$ cat config.mk
export PLATFORM = sky130hd
export DESIGN_NAME = sram_arbiter
export DESIGN_NICKNAME = d
export VERILOG_FILES = /design/src/rtl/sram_arb_pkg.sv /design/src/rtl/arb_streak_cnt.sv /design/src/rtl/sram_arbiter.sv
export SDC_FILE = /design/constraint.sdc
export NUM_CORES = 1
export LEC_CHECK = 0
export ABC_CLOCK_PERIOD_IN_PS = 2000
export CORE_AREA = 2 2 105 107
export CTS_BUF_LIST = sky130_fd_sc_hd__clkbuf_4
export CTS_CLUSTER_SIZE = 30
export DETAILED_ROUTE_END_ITERATION = 8
export DIE_AREA = 0 0 107 109
export PLACE_DENSITY = 0.6
export SLEW_MARGIN = 25
export SYNTH_ARGS = -nofsm -noshare
export SYNTH_HDL_FRONTEND = slang
export SYNTH_SLANG_ARGS = --single-unit
$ cat constraint.sdc
create_clock -name clk -period 2 [get_ports clk]
set_clock_uncertainty 0.15 [all_clocks]
set_input_delay 0.3 -clock clk [delete_from_list [all_inputs] [get_ports clk]]
set_output_delay 0.3 -clock clk [all_outputs]
set_load 0.005 [all_outputs]
$ cat src/rtl/sram_arb_pkg.sv
// Shared types and defaults for the unified-memory SRAM arbiter.
package sram_arb_pkg;

   // Records which requester owns the read response that returns next cycle.
   typedef enum logic [1:0] {
      OWN_NONE = 2'd0,
      OWN_INST = 2'd1,
      OWN_DATA = 2'd2
   } rsp_own_e;

   localparam int unsigned SRAM_ARB_MAX_DSTREAK = 4;

   // Width needed to count 0..max_streak inclusive.
   function automatic int unsigned streak_width(input int unsigned max_streak);
      return $clog2(max_streak + 1);
   endfunction

endpackage

$ cat src/rtl/arb_streak_cnt.sv
// Saturating count of consecutive data grants taken while a fetch waits.
// at_limit tells the arbiter that fetch must win the next contended cycle.
module arb_streak_cnt
   import sram_arb_pkg::*;
#(
   parameter int unsigned MAX_DSTREAK = SRAM_ARB_MAX_DSTREAK,
   parameter int unsigned CNT_W       = streak_width(MAX_DSTREAK)
) (
   input  logic             clk,
   input  logic             resetn,
   input  logic             inc,
   input  logic             clr,
   output logic [CNT_W-1:0] streak,
   output logic             at_limit
);

   localparam logic [CNT_W-1:0] LIMIT = CNT_W'(MAX_DSTREAK);

   assign at_limit = (streak == LIMIT);

   // Clear wins over increment; the count holds once it reaches the limit.
   always_ff @(posedge clk or negedge resetn) begin
      if (!resetn) begin
         streak <= '0;
      end else if (clr) begin
         streak <= '0;
      end else if (inc && !at_limit) begin
         streak <= streak + CNT_W'(1);
      end
   end

endmodule

$ cat src/rtl/sram_arbiter.sv
// Shares one single-port synchronous SRAM between instruction fetch and data
// access. Data has priority; fetch is forced through after MAX_DSTREAK
// consecutive data grants taken while it was waiting. Read data returns one
// cycle after grant and is steered back by the response-owner register.
//
// rsp_own   | meaning
// ----------+---------------------------------------------------
// OWN_NONE  | no read issued last cycle (idle, write, or reset)
// OWN_INST  | last cycle granted a fetch; mem_rdata belongs to inst
// OWN_DATA  | last cycle granted a data read; mem_rdata belongs to data
module sram_arbiter
   import sram_arb_pkg::*;
#(
   parameter int unsigned ADDR_W      = 32,
   parameter int unsigned DATA_W      = 32,
   parameter int unsigned MAX_DSTREAK = SRAM_ARB_MAX_DSTREAK
) (
   input  logic                clk,
   input  logic                resetn,

   input  logic                inst_req,
   input  logic [ADDR_W-1:0]   inst_addr,
   output logic                inst_gnt,
   output logic                inst_rvalid,
   output logic [DATA_W-1:0]   inst_rdata,

   input  logic                data_req,
   input  logic [DATA_W/8-1:0] data_wen,
   input  logic [ADDR_W-1:0]   data_addr,
   input  logic [DATA_W-1:0]   data_wdata,
   output logic                data_gnt,
   output logic                data_rvalid,
   output logic [DATA_W-1:0]   data_rdata,

   output logic                mem_en,
   output logic [DATA_W/8-1:0] mem_wen,
   output logic [ADDR_W-1:0]   mem_addr,
   output logic [DATA_W-1:0]   mem_wdata,
   input  logic [DATA_W-1:0]   mem_rdata
);

   localparam int unsigned CNT_W = streak_width(MAX_DSTREAK);

   logic [CNT_W-1:0] streak;
   logic             at_limit;
   logic             data_is_read;
   rsp_own_e         rsp_own;
   rsp_own_e         rsp_own_d;

   assign data_is_read = (data_wen == '0);

   // Fetch only loses to data while the streak guard has not tripped.
   assign inst_gnt = inst_req & (~data_req | at_limit);
   assign data_gnt = data_req & ~(inst_req & at_limit);
   assign mem_en   = inst_gnt | data_gnt;

   // Count data grants only while fetch is actually being held off; a low
   // inst_req means nobody is starving, so the guard rearms from zero.
   arb_streak_cnt #(
      .MAX_DSTREAK (MAX_DSTREAK),
      .CNT_W       (CNT_W)
   ) u_streak (
      .clk      (clk),
      .resetn   (resetn),
      .inc      (data_gnt & inst_req),
      .clr      (inst_gnt | ~inst_req),
      .streak   (streak),
      .at_limit (at_limit)
   );

   // Steer the granted request onto the SRAM port; idle cycles drive zeros.
   always_comb begin
      mem_wen   = '0;
      mem_addr  = '0;
      mem_wdata = '0;
      if (data_gnt) begin
         mem_wen   = data_wen;
         mem_addr  = data_addr;
         mem_wdata = data_wdata;
      end else if (inst_gnt) begin
         mem_addr  = inst_addr;
      end
   end

   // Decide who owns next cycle's mem_rdata; writes produce no response.
   always_comb begin
      rsp_own_d = OWN_NONE;
      if (inst_gnt) begin
         rsp_own_d = OWN_INST;
      end else if (data_gnt && data_is_read) begin
         rsp_own_d = OWN_DATA;
      end
   end

   // Response owner register; reset drops any response in flight.
   always_ff @(posedge clk or negedge resetn) begin
      if (!resetn) begin
         rsp_own <= OWN_NONE;
      end else begin
         rsp_own <= rsp_own_d;
      end
   end

   assign inst_rvalid = (rsp_own == OWN_INST);
   assign data_rvalid = (rsp_own == OWN_DATA);
   assign inst_rdata  = mem_rdata;
   assign data_rdata  = mem_rdata;

   streak_bound_a : assert property (
      @(posedge clk) disable iff (!resetn) streak <= CNT_W'(MAX_DSTREAK)
   );

endmodule

# ---- Word-level counts from Yosys, hierarchy flattened
# Index checks and enable logic that the tools add are counted.
dict set report totals {
  ff_bits 5
  inputBits 136
  elab_cells 29
}
dict set report op_classes {
  addsub 1
  n_eq_ne 3
  mux 8
  bitwise 10
  reduce_logical 5
}
# cell n
set ops {}
lappend ops {{2-to-1 mux 32 bit} 3}
lappend ops {{2-to-1 mux 3 bit} 2}
lappend ops {{AND 1 bit} 4}
lappend ops {{logical NOT 4 bit} 1}
lappend ops {{2-to-1 mux 2 bit} 2}
lappend ops {{2-to-1 mux 4 bit} 1}
lappend ops {{adder 3 x 1 -> 3 bit (second input constant)} 1}
lappend ops {{equality test 3 bit (second input constant)} 1}
lappend ops {{NOT 1 bit} 3}
lappend ops {{OR 1 bit} 3}
lappend ops {{equality test 2 x 1 -> 1 bit (second input constant)} 1}
lappend ops {{equality test 2 bit (second input constant)} 1}
lappend ops {{logical AND 1 bit} 2}
lappend ops {{nonzero test 2 bit} 1}
lappend ops {{logical NOT 1 bit} 1}

# ---- Logic depth before layout (Yosys ltp)
dict set report depth {
  word_depth 8
  ltp_mapped 6
  mapped_depth_nobuf 4
}

# ---- Modules after synthesis
# From an unflattened synthesis, not the netlist that was laid out.
dict set report hier_totals {
  cells_unflattened 178
  hier_area_um2 1446.4
}
# mod n_inst cells_per_inst area_per_inst_um2 seq_area_each_um2
set modules_own_cells {}
lappend modules_own_cells {sram_arbiter 1 160 1253.7 50.0}
lappend modules_own_cells {arb_streak_cnt 1 18 192.7 75.1}

# ---- Worst setup path after synthesis
# OpenSTA, ideal clock, no wires.
dict set report synth_timing {
  kind {reg-to-output}
  startpoint {register u_streak.streak[0]}
  endpoint {output mem_addr[19]}
  arrival_time_ns 1.253
  slack_ns 0.297
  stages_incl_launch_ff 7
  path_cell_list {dfrtp_1 > inv_1 > ha_1 > and3_1 > buf_6 > buf_6 > o22ai_1}
}
dict set report synth_between {
  elab_chain_cells 5
}
# item line_no
set synth_lines {}
lappend synth_lines {{from (decl)} arb_streak_cnt.sv:13} ;# output logic [CNT_W-1:0] streak,
lappend synth_lines {{from (signal assigned)} arb_streak_cnt.sv:28} ;# streak <= streak + CNT_W'(1);
lappend synth_lines {{equality test 3 bit (*)} arb_streak_cnt.sv:19} ;# assign at_limit = (streak == LIMIT);
lappend synth_lines {{OR 1 bit / AND 1 bit (equally long branches)} {sram_arbiter.sv:53, sram_arbiter.sv:54}}
lappend synth_lines {{AND 1 bit / NOT 1 bit (equally long branches)} {sram_arbiter.sv:53, sram_arbiter.sv:54}}
lappend synth_lines {{2-to-1 mux 32 bit / AND 1 bit (equally long branches)} {sram_arbiter.sv:80, sram_arbiter.sv:54}}
lappend synth_lines {{2-to-1 mux 32 bit (*)} sram_arbiter.sv:76} ;# if (data_gnt) begin
lappend synth_lines {{to (decl)} sram_arbiter.sv:37} ;# output logic [ADDR_W-1:0] mem_addr,
# Mark *: on every way between the ends. The rest lies on a longest branch, timed or not.

# ---- Worst setup path in the final report
dict set report layout_timing {
  startpoint {register u_streak.streak[1]}
  endpoint {output mem_addr[16]}
}
# Same word-level chain as after synthesis.

==> flow_summary.yaml <==
logic_synthesis:
  yosysWarnings: 0
  synthCells: 245
  syn_area_sq_um: 1580
  synth_seq_cells: 5
  synth_seq_area_share: 0.0790
  synth_cell_type_count: 22
  synth_nets: 383
  syn_area_per_cell_sq_um: 6.47
clock_network:
  cts_max_path_buffers: 2
  cts_tree: "built"
  clkTransAtPathRegs_ns: 0.05
  clk-insertion-delay-late_ns: 0.25
  cts_sinks: 5
  cts_root_buffer: "clkbuf_4"
  tritoncts.num_buffers: 3
  htreeDepth: 1
die:
  io_pins: 273
  die_height_um: 109
  num_rows: 38
  start_util: 0.149
  die_width_um: 107
  die_area_sq_um: 11700
  core-area_sq_um: 10600
run:
  maxCapViolations: 0
critical_path:
  arrival_ns: 1.73
  reg2reg_to: "u_streak.streak[2]"
  crit_path_end_kind: "output pin"
  rrSetupSlack_ns: 0.42
  reg2regPathDepth: 5
  critical_path.max_fanout: 6
  worstSetupEndpoint: "mem_addr[16]"
  r2r_start: "u_streak.streak[1]"
  worstSetupPathType: "reg -> out"
  critPathLaunchType: "register"
  crit_required_ns: 1.55
  crit_start: "u_streak.streak[1]"
detailed_routing:
  antenna_left: 0
  detail_route.iter0.violations: 86
  wl_mm: 8.37
  drc: 0
  avgViaCountPerCell: 4.20
  routed-via-count: 2151
  routedWlPerCell_um: 16.3
  dr.pass1.iters: 4
layout:
  final_cells: 512
  layout-drive-gt1-share: 0.392
  num_antenna_cells: 0
  fill_cells: 1086
  final_core_util: 0.342
  multi_input_area_sq_um: 1090
  area_delta_synth_final_pct: 129
  layout.nets: 511
  regArea_sq_um: 125
global_routing:
  grt_pass1_wl_mm: 11.8
  grt_pass1_vias: 2171
  antenna_found_initial: 0
  grt_overflow: 0
  grt_max_degree: 41
  track_usage: 0.130
pwr:
  leakagePower_nw: 1.61
  power_w: 0.000885
  pwr_density_cell_nw_per_um2: 244
  irDropWorstVdd_mv: 0.220
sta:
  hold_ws_ns: 0.121
  setup_ws_ns: -0.175
  finalHoldViolations: 0
  tightest_slew_ns: 0.398
  fin_crit_ns: 2.18
  max_slew_margin: 0.732
  slew_violations: 0
  period_share: 1.09
  fmax_ghz: 0.460
  setup_viol: 70
  rsz0062_at_grt: "yes"
min_path:
  min_path_type: "in -> async"
placement:
  dp.cells: 490
  port-buffer-count: 176
  dpl_worst_slack_ns: -0.373
  finalWeightedCongestion: 0.701
  dp_hpwl_mm: 5.75
run_status:
  violations: "negative setup slack"
  status: "finished, violations left"
## cells in the final DEF, fill, tap and decap left out, types with 2 or more instances in the layout
cell,count
and3_1,5
and3_4,32
buf_12,7
buf_16,7
buf_2,20
buf_4,9
buf_6,42
clkbuf_2,5
clkbuf_4,4
clkdlybuf4s15_1,5
clkdlybuf4s50_1,104
dfrtp_1,5
dlygate4sd2_1,10
nand2_1,66
nor2b_1,2
o22ai_1,20
o22ai_2,10
o22ai_4,2
## Yosys cell counts
cell / number / area (sq um)
a21boi_2: 1 / 11.3
a21oi_1: 1 / 5.00
and2_1: 1 / 6.26
and3_1: 38 / 238
and4_1: 1 / 8.76
buf_2: 5 / 25.0
buf_4: 66 / 495
buf_6: 7 / 78.8
clkbuf_1: 9 / 33.8
dfrtp_1: 5 / 125
ha_1: 2 / 25.0
inv_1: 2 / 7.51
nand2_1: 66 / 248
nand2b_1: 1 / 6.26
nand3_2: 1 / 10.0
nor2b_1: 3 / 18.8
nor3b_1: 1 / 7.51
nor4_1: 1 / 6.26
o22ai_1: 30 / 188
o22ai_2: 2 / 25.0
or2_2: 1 / 6.26
or3b_1: 1 / 8.76
## per-layer routing
metal / track usage / vias up / part of all wire
li1: - / 1024 / -
met4: 0.0436 / 0 / 0.015
met3: 0.0233 / 26 / 0.064
met5: 0 / - / 0
met2: 0.235 / 76 / 0.54
met1: 0.155 / 1025 / 0.38
## final cells by class
type,instances,share of cell area
Timing Repair Buffer,210,0.605
Clock buffer,4,0.00829
Tap cell,140,0.0484
Multi-Input combinational cell,151,0.302
Sequential cell,5,0.0345
Inverter,2,0.00207
## power by group
group	internal [W]	switching, W
Sequential	0.000105	0.00000198
Clock	0.0000893	0.0000468
Combinational	0.000426	0.000216
## worst max-delay path: stages (launching register included)
cell      delay (ns)
dfrtp_1         0.35
inv_1           0.07
ha_4            0.16
buf_6           0.12
a21boi_4        0.19
buf_6           0.12
buf_6           0.12
buf_12          0.13
o22ai_4         0.07
buf_2           0.13
## flip-flops by register name, indices dropped and copies added (netlist names)
| register | cells |
|---|---|
| rsp_own | 2 |
| u_streak.streak | 3 |
## kinds of logic (layout without fill, tap and decap cells)
group                    Yosys count  count (layout)  synth area share
flip-flops                         5               5            0.0790
AND/OR/NAND/NOR                  115             115             0.356
buffers and inverters             89             216             0.404
adder cells (fa/ha/maj)            2               2            0.0158
AO/OA/AOI/OAI                     34              34             0.145
## timing repair
item	CTS	global route
setup endpoints to repair	71	70
pin swaps	17	2
gates resized for setup	325	20
setup buffers	9	2
hold buffers	0	0
cloned	8	0
## per-stage QoR
step / TNS (ns) / area [sq um]
6_report: -7.93 / 3620
5_1_grt: -14.11 / 3620
4_1_cts: -7.86 / 3580
3_5_place_dp: -23.74 / 3070
3_3_place_gp: -24.36 / 3070
2_1_floorplan: 0 / 1580
## worst min path at each step
stage,start,to,slack (ns)
floorplan,resetn,rsp_own[0],-0.15
global placement,u_streak.streak[0],u_streak.streak[0],0.37
detailed placement,resetn,rsp_own[0],0.39
CTS,resetn,rsp_own[0],0.12
global route,resetn,rsp_own[0],0.13
finish,resetn,u_streak.streak[0],0.12
Note: power is estimated with default switching activity, not from simulation.
